==> config.mk <==
export PLATFORM = sky130hd
export DESIGN_NAME = multicycle_adder_ctrl
export DESIGN_NICKNAME = d
export VERILOG_FILES = /design/src/rtl/multicycle_adder_ctrl.sv
export SDC_FILE = /design/constraint.sdc
export NUM_CORES = 1
export LEC_CHECK = 0
export BUFFER_PORTS_ARGS = -buffer_cell sky130_fd_sc_hd__buf_4
export CORE_MARGIN = 3
export CORE_UTILIZATION = 40
export CTS_BUF_LIST = sky130_fd_sc_hd__clkbuf_8 sky130_fd_sc_hd__clkbuf_16
export CTS_CLUSTER_SIZE = 24
export DETAILED_ROUTE_END_ITERATION = 16
export HOLD_SLACK_MARGIN = 0.12
export PLACE_DENSITY = 0.76
export SETUP_SLACK_MARGIN = 0.5
export SLEW_MARGIN = 20
export SYNTH_ARGS = -nofsm -noshare
export SYNTH_HDL_FRONTEND = slang
export SYNTH_SLANG_ARGS = --single-unit
==> constraint.sdc <==
create_clock -name Clk -period 2.96 [get_ports Clk]
set_clock_uncertainty 0.15 [all_clocks]
set_input_delay 0.444 -clock Clk [delete_from_list [all_inputs] [get_ports Clk]]
set_output_delay 0.444 -clock Clk [all_outputs]
set_load 0.02 [all_outputs]
==> src/rtl/multicycle_adder_ctrl.sv <==
`default_nettype none
// +--------------------------------------------------------------------------+
// | multicycle_adder_ctrl: WIDTH-bit adder built from one reused 4-bit        |
// | carry-select slice, one nibble per cycle (IDLE -> ADD -> HOLD).           |
// | Optional macro OVERFLOW_FLAG_EN adds signed-overflow output V.            |
// | Revision: 1.0                                                             |
// +--------------------------------------------------------------------------+
module multicycle_adder_ctrl #(
  parameter int WIDTH = 16
) (
  input  logic             Clk,
  input  logic             Reset,
  input  logic             Run,
  input  logic [WIDTH-1:0] A,
  input  logic [WIDTH-1:0] B,
  input  logic             CIn,
  output logic [WIDTH-1:0] Sum,
  output logic             CO,
  output logic             Busy,
`ifdef OVERFLOW_FLAG_EN
  output logic             V,
`endif
  output logic             Done
);

  localparam int c_N  = WIDTH / 4;
  localparam int c_IW = (c_N > 1) ? $clog2(c_N) : 1;
  localparam logic [c_IW-1:0] c_LAST = c_IW'(c_N - 1);

  localparam logic [1:0] c_IDLE = 2'd0;
  localparam logic [1:0] c_ADD  = 2'd1;
  localparam logic [1:0] c_HOLD = 2'd2;

  logic [1:0]       r_state;
  logic [WIDTH-1:0] r_a;
  logic [WIDTH-1:0] r_b;
  logic [WIDTH-1:0] r_sum;
  logic             r_co;
  logic             r_carry;
  logic [c_IW-1:0]  r_idx;

  logic [3:0]       w_a_nib;
  logic [3:0]       w_b_nib;
  logic [3:0]       w_s0;
  logic [3:0]       w_s1;
  logic             w_c0_out;
  logic             w_c1_out;
  logic             w_c0_msb;
  logic             w_c1_msb;
  logic [3:0]       w_slice_sum;
  logic             w_slice_cout;
  logic             w_slice_cmsb;

  // Two ripple chains with fixed carry-in 0 and 1; the carry register picks one.
  always_comb begin : g_slice
    logic [4:0] v_c0;
    logic [4:0] v_c1;
    w_a_nib = r_a[4*r_idx +: 4];
    w_b_nib = r_b[4*r_idx +: 4];
    v_c0    = 5'b00000;
    v_c1    = 5'b00001;
    w_s0    = 4'h0;
    w_s1    = 4'h0;
    for (int i = 0; i < 4; i++) begin
      w_s0[i]   = w_a_nib[i] ^ w_b_nib[i] ^ v_c0[i];
      v_c0[i+1] = (w_a_nib[i] & w_b_nib[i]) | (v_c0[i] & (w_a_nib[i] ^ w_b_nib[i]));
      w_s1[i]   = w_a_nib[i] ^ w_b_nib[i] ^ v_c1[i];
      v_c1[i+1] = (w_a_nib[i] & w_b_nib[i]) | (v_c1[i] & (w_a_nib[i] ^ w_b_nib[i]));
    end
    w_c0_out = v_c0[4];
    w_c1_out = v_c1[4];
    w_c0_msb = v_c0[3];
    w_c1_msb = v_c1[3];
  end

  assign w_slice_sum  = r_carry ? w_s1     : w_s0;
  assign w_slice_cout = r_carry ? w_c1_out : w_c0_out;
  assign w_slice_cmsb = r_carry ? w_c1_msb : w_c0_msb;

  always_ff @(posedge Clk) begin
    if (Reset) begin
      r_state <= c_IDLE;
      r_a     <= '0;
      r_b     <= '0;
      r_sum   <= '0;
      r_co    <= 1'b0;
      r_carry <= 1'b0;
      r_idx   <= '0;
    end else begin
      case (r_state)
        c_IDLE: begin
          if (Run) begin
            r_a     <= A;
            r_b     <= B;
            r_carry <= CIn;
            r_idx   <= '0;
            r_sum   <= '0;
            r_state <= c_ADD;
          end
        end
        c_ADD: begin
          r_sum[4*r_idx +: 4] <= w_slice_sum;
          r_carry             <= w_slice_cout;
          r_idx               <= r_idx + 1'b1;
          if (r_idx == c_LAST) begin
            r_co    <= w_slice_cout;
            r_state <= c_HOLD;
          end
        end
        c_HOLD: begin
          if (!Run) r_state <= c_IDLE;
        end
        default: r_state <= c_IDLE;
      endcase
    end
  end

`ifdef OVERFLOW_FLAG_EN
  logic r_v;

  // Signed overflow: carry into the MSB differs from carry out of it.
  always_ff @(posedge Clk) begin
    if (Reset) begin
      r_v <= 1'b0;
    end else if (r_state == c_ADD && r_idx == c_LAST) begin
      r_v <= w_slice_cmsb ^ w_slice_cout;
    end
  end

  assign V = r_v;
`else
  logic w_unused;
  assign w_unused = w_slice_cmsb;
`endif

  assign Sum  = r_sum;
  assign CO   = r_co;
  assign Busy = (r_state == c_ADD);
  assign Done = (r_state == c_HOLD);

endmodule
`default_nettype wire

==> metrics.txt, run 1 <==
Crit Path Class reg -> reg; Final ANT Viol Nets 0; die height 83.5 microns; Synth Instances 263; Clock transition at path regs 0.10 ns; routed wire length 5.27 mm; fin. max-slew vios 0; drt first pass iters 4; die area 0.00697 sq mm; Ant. Diodes 0; PD cells 494 mW/mm^2; placed instance count 378; CTS max path bufs 2; Layout Nets 362; final setup violation count 0; Hold EP r_a[6]$_SDFFE_PP0P_; layout cells sized above 1 0.297; Synth Net Count 309; hold_buf cts 0; Worst-Margin Slew 0.602 ns; commonest non-fill, non-tap cells in the layout nand2_1, buf_4, dfxtp_1; sequential fraction of the synthesis area 0.450; vias per cell 5.05; CP max stage delay 0.57 ns; post-DR wirelength/cell 13.6 microns; Worst VDD drop 0.000217 V; Yosys cell types 30; GRT overflow 0; # clock sinks 54; Syn Area/Cell 9.13 sq um; initial antenna violation count 0; Max-Cap Viols 0; outcome finished, final reports clean; total track usage 0.151; Die Wd 83.5 microns; row cnt 27; share of power burned in registers 0.531; crit path max fanout 4; total power 1.47 mW; Psw 390 uW; Max Freq 350 MHz; final hold vios 0; WP buf/inv 2; combinational power share 0.161; slowest CP cell fa_2; largest net degree at the start of global routing 50; Sw Ratio 0.264; unrepaired setup endpoints after global routing yes; worst reg2reg path depth 11; first-pass GRT wire length 8.72 mm; setup TNS 0 ns; Starting Density 0.426; area grow syn2layout 24.2%; clk root buf clkbuf_8; I/O pin count 55; CTS tree done; Clk network pwr share 0.308; static leakage 1.22 nW; DP HPWL 3.74 mm; Syn. warnings 0; CP dominant cell by count fa_2; Slew headroom 0.598; number of synthesized flops with an enable pin 0; Main synth FF type dfxtp_1; cell area after synthesis 0.00240 sq mm; #FFs+latches synth 54; final hold slack 0.220 ns; number of global-route vias before repair 1855; most common cell after layout, fill and taps aside nand2_1; Core ar. 0.00564 sq mm; Data arrival, critical path 2.95 ns; async set or reset register ratio after synthesis 0; Layout Cells excl Fill 389; r2r setup slk 0.1 ns; RR Endpoint Sum[11]$_SDFFE_PP0P_; Worst Path Required 3.05 ns; cell internal pwr 1.08 mW; CP Cell Sequence mux4_2, ha_2, nor2_2, a21oi_2, fa_2, inv_2, fa_1, inv_1, fa_2, nand3_1, a21oi_1; CTS buffer count 5; period utilisation layout 0.966; Crit path max-delay family adder cells; total number of vias 1963; minimum clock period 2.86 ns; gpl congestion 0.814; DRT iter0 DRCs 88; endpoint type of the worst setup path flop; hold path cells 3; Remaining DRCs 0; worst skew pair latency 0.31 ns; port buffer count 54; CTS H-tree lvls 2; Hold WC Path Type in -> reg; HP Start A[6]; Reg-to-Reg Start r_idx[0]$_SDFFE_PP0P_; Setup crit start kind flop
## how the worst max path moves through the flow
stage / startpoint / to / slack (ns) / cells after the start
finish: r_idx[0]$_SDFFE_PP0P_ / Sum[11]$_SDFFE_PP0P_ / 0.1 / 11
global route: r_idx[0]$_SDFFE_PP0P_ / Sum[11]$_SDFFE_PP0P_ / 0.05 / 11
CTS: r_idx[0]$_SDFFE_PP0P_ / Sum[3]$_SDFFE_PP0P_ / 0.11 / 11
detailed placement: r_idx[0]$_SDFFE_PP0P_ / Sum[11]$_SDFFE_PP0P_ / 0.06 / 11
global placement: r_idx[0]$_SDFFE_PP0P_ / Sum[11]$_SDFFE_PP0P_ / 0.11 / 11
floorplan: r_idx[0]$_SDFFE_PP0P_ / Sum[11]$_SDFFE_PP0P_ / 0.08 / 12
## metrics by stage
| stage | utilization | instance area, sq um | worst slack, ns |
|---|---|---|---|
| CTS | 0.525 | 2960 | 0.113 |
| finish | 0.528 | 2980 | 0.0996 |
| global route | 0.528 | 2980 | 0.0483 |
| detailed placement | 0.504 | 2840 | 0.0628 |
| global placement | 0.504 | 2840 | 0.113 |
| floorplan | - | 2420 | 0.0805 |
## power by group through the flow
stage	combinational [mW]	sequential, mW	clock [mW]
finish	0.238	0.782	0.454
global route	0.263	0.787	0.493
CTS	0.234	0.782	0.457
detailed placement	0.229	0.800	0
global placement	0.225	0.799	0
floorplan	0.164	0.793	0
## Yosys cell counts (all sizes together), types with 5 or more instances
cell type  count  share of area
o21ai          9          0.019
nand2         68           0.11
mux4           8          0.075
dfxtp         54           0.45
clkbuf         5         0.0078
a21oi         48           0.10
inv           11          0.017
ha             7          0.036
buf           11          0.040
nand3         12          0.025
a22o           8          0.029
## layer usage
layer  vias to the layer above  share of wire  track usage
met5                         -              0            0
met4                         0          0.014       0.0439
met3                         7          0.053       0.0365
met2                        46           0.48        0.252
met1                       905           0.45        0.193
li1                       1005              -            -
## worst register-to-register path, stage by stage, from the launching register on
cell     delay [ns]
dfxtp_4        0.39
mux4_2         0.52
ha_2           0.20
nor2_2         0.09
a21oi_2        0.04
fa_2           0.34
inv_2          0.06
fa_1           0.15
inv_1          0.05
fa_2           0.57
nand3_1        0.09
a21oi_1        0.15
## timing repair
item                       4_1_cts  5_1_grt
cloned                           0        0
hold endpoints to repair         0        0
gates resized for setup          0        3
pin swaps                        5        1
setup buffers                    2        1
setup endpoints to repair       10       10
## logic make-up after synthesis
logic type                 count (synthesis)  share of synthesized area
AOI/OAI and AO/OA                         66                      0.151
xor gates and xnor gates                   1                    0.00365
adders and majority gates                 10                     0.0615
buffers and inverters                     27                     0.0646
DFF                                       54                      0.450
muxes                                     12                     0.0928
and+or+nand+nor                           93                      0.176
## state kept, by name, indices dropped and copies added (netlist names)
signal and cells:
r_b 16, r_a 16, r_state 2, r_idx 2, Sum 16, CO 1, r_carry 1
## area by class of cell
type | count | area (sq um)
sequential | 54 | 1080
tap | 72 | 90.1
fill | 521 | 2660
inverter | 11 | 41.3
timing repair buffer | 62 | 465
clock buffer | 7 | 96.3
multi-input combinational | 182 | 1190
clock inverter | 1 | 8.76
(Power assumes the default switching activity.)
==> run 2, diff against run 1 <==
--- a/config.mk
+++ b/config.mk
@@ -6,13 +6,15 @@
 export NUM_CORES = 1
 export LEC_CHECK = 0
 export BUFFER_PORTS_ARGS = -buffer_cell sky130_fd_sc_hd__buf_4
+export CELL_PAD_IN_SITES_DETAIL_PLACEMENT = 0
+export CELL_PAD_IN_SITES_GLOBAL_PLACEMENT = 1
 export CORE_MARGIN = 3
-export CORE_UTILIZATION = 40
+export CORE_UTILIZATION = 36
 export CTS_BUF_LIST = sky130_fd_sc_hd__clkbuf_8 sky130_fd_sc_hd__clkbuf_16
 export CTS_CLUSTER_SIZE = 24
 export DETAILED_ROUTE_END_ITERATION = 16
 export HOLD_SLACK_MARGIN = 0.12
-export PLACE_DENSITY = 0.76
+export PLACE_DENSITY = 0.86
 export SETUP_SLACK_MARGIN = 0.5
 export SLEW_MARGIN = 20
 export SYNTH_ARGS = -nofsm -noshare
==> metrics.txt, run 2 (same netlist as run 1, synthesis figures left out) <==
outcome finished, final reports clean; first-pass GRT wire length 8.85 mm; Final WS setup 0.0519 ns; layout cells sized above 1 0.308; fin util 0.470; r2r setup slk 0.05 ns; CTS H-tree lvls 2; drt first pass iters 4; endpoint type of the worst setup path flop; die height 87.7 microns; Core ar. 0.00642 sq mm; Ant. Diodes 0; DP HPWL 3.82 mm; clk root buf clkbuf_8; CTS tree done; Slew headroom 0.604; initial antenna violation count 0; vias per cell 5.05; placed instance count 383; Remaining DRCs 0; DRT iter0 DRCs 98; CTS max path bufs 2; crit path max fanout 4; Worst-Margin Slew 0.594 ns; unrepaired setup endpoints after global routing yes; most common cell after layout, fill and taps aside nand2_1; Hold WC Path Type in -> reg; post-DR wirelength/cell 13.6 microns; Die Wd 87.7 microns; GRT overflow 0; Final ANT Viol Nets 0; minimum clock period 2.91 ns; commonest non-fill, non-tap cells in the layout nand2_1, buf_4, dfxtp_1; WP buf/inv 2; I/O pin count 55; worst skew pair latency 0.31 ns; Layout Nets 360; Data arrival, critical path 3.01 ns; total number of vias 1979; # clock sinks 54; Reg-to-Reg Start r_idx[0]$_SDFFE_PP0P_; Starting Density 0.374; Final Cell Area 0.00302 sq mm; HP Start A[4]; CP Cell Sequence mux4_2, ha_4, nor2_4, a21oi_2, fa_2, inv_2, fa_2, inv_2, fa_2, nand3_1, a21oi_1; CP dominant cell by count fa_2; dpl cell area 0.00285 sq mm; CTS buffer count 5; PD cells 507 mW/mm^2; final setup violation count 0; final hold vios 0; Crit path max-delay family adder cells; CP max stage delay 0.57 ns; Clock transition at path regs 0.10 ns; area grow syn2layout 25.8%; routed wire length 5.33 mm; Layout Cells excl Fill 392; Max-Cap Viols 0; CP Launch Point r_idx[0]$_SDFFE_PP0P_; total track usage 0.146; Setup crit start kind flop; fin. max-slew vios 0; static leakage 1.22 nW; # fillers 612; number of global-route vias before repair 1899; Crit Path Class reg -> reg; slowest CP cell fa_2; dpl ws 0.0819 ns; row cnt 29; gpl congestion 0.787; Max Freq 344 MHz; largest net degree at the start of global routing 50; Worst Path Required 3.06 ns; die area 0.00769 sq mm; port buffer count 54; period utilisation layout 0.982; Worst VDD drop 0.000204 V
## run 2: timing repair
action | CTS | global route
resized for setup | 1 | 12
setup endpoints to repair | 10 | 10
pin swaps | 5 | 2
hold buffers | 0 | 0
setup buffers | 1 | 0
gates cloned | 0 | 0
## run 2: worst reg2reg max path: cells and delay by family (launching register included)
family                     cells  cell delay, ns
AOI/OAI and AO/OA              2            0.20
adders and majority gates      4            1.28
buffers and inverters          2            0.10
DFF                            1            0.39
muxes                          1            0.56
and+or+nand+nor                2            0.17
## run 2: through the flow
stage | setup TNS, ns | hold WS [ns] | total power, mW
floorplan | 0 | 0.283 | 0.957
global placement | 0 | 0.292 | 1.03
detailed placement | 0 | 0.296 | 1.03
CTS | 0 | 0.219 | 1.54
global route | -0.116 | 0.220 | 1.61
finish | 0 | 0.224 | 1.53
## run 2: worst paths after layout
path | end | depth (start not counted)
max | Sum[11]$_SDFFE_PP0P_ | 11
min | r_a[4]$_SDFFE_PP0P_ | 3
max reg2reg | Sum[11]$_SDFFE_PP0P_ | 11
min reg2reg | r_b[1]$_SDFFE_PP0P_ | 2
## run 2: layout make-up
cell class,instances,area [sq um],area share
timing repair buffer,60,454,0.150
inverter,11,41.3,0.0137
sequential,54,1080,0.359
multi-input combinational,182,1230,0.407
clock buffer,6,82.6,0.0273
tap,77,96.3,0.0319
clock inverter,2,33.8,0.0112
## run 2: report_power, final
part | switching, mW | total [mW] | internal [mW]
clock | 0.236 | 0.508 | 0.273
combinational | 0.130 | 0.242 | 0.111
sequential | 0.0231 | 0.783 | 0.760
total | 0.389 | 1.53 | 1.14
## run 2: layer usage
| metal | GRT usage | share of wire | up-vias |
|---|---|---|---|
| li1 | - | - | 999 |
| met1 | 0.197 | 0.46 | 936 |
| met2 | 0.234 | 0.48 | 38 |
| met3 | 0.0339 | 0.043 | 6 |
| met4 | 0.0460 | 0.013 | 0 |
| met5 | 0 | 0 | - |
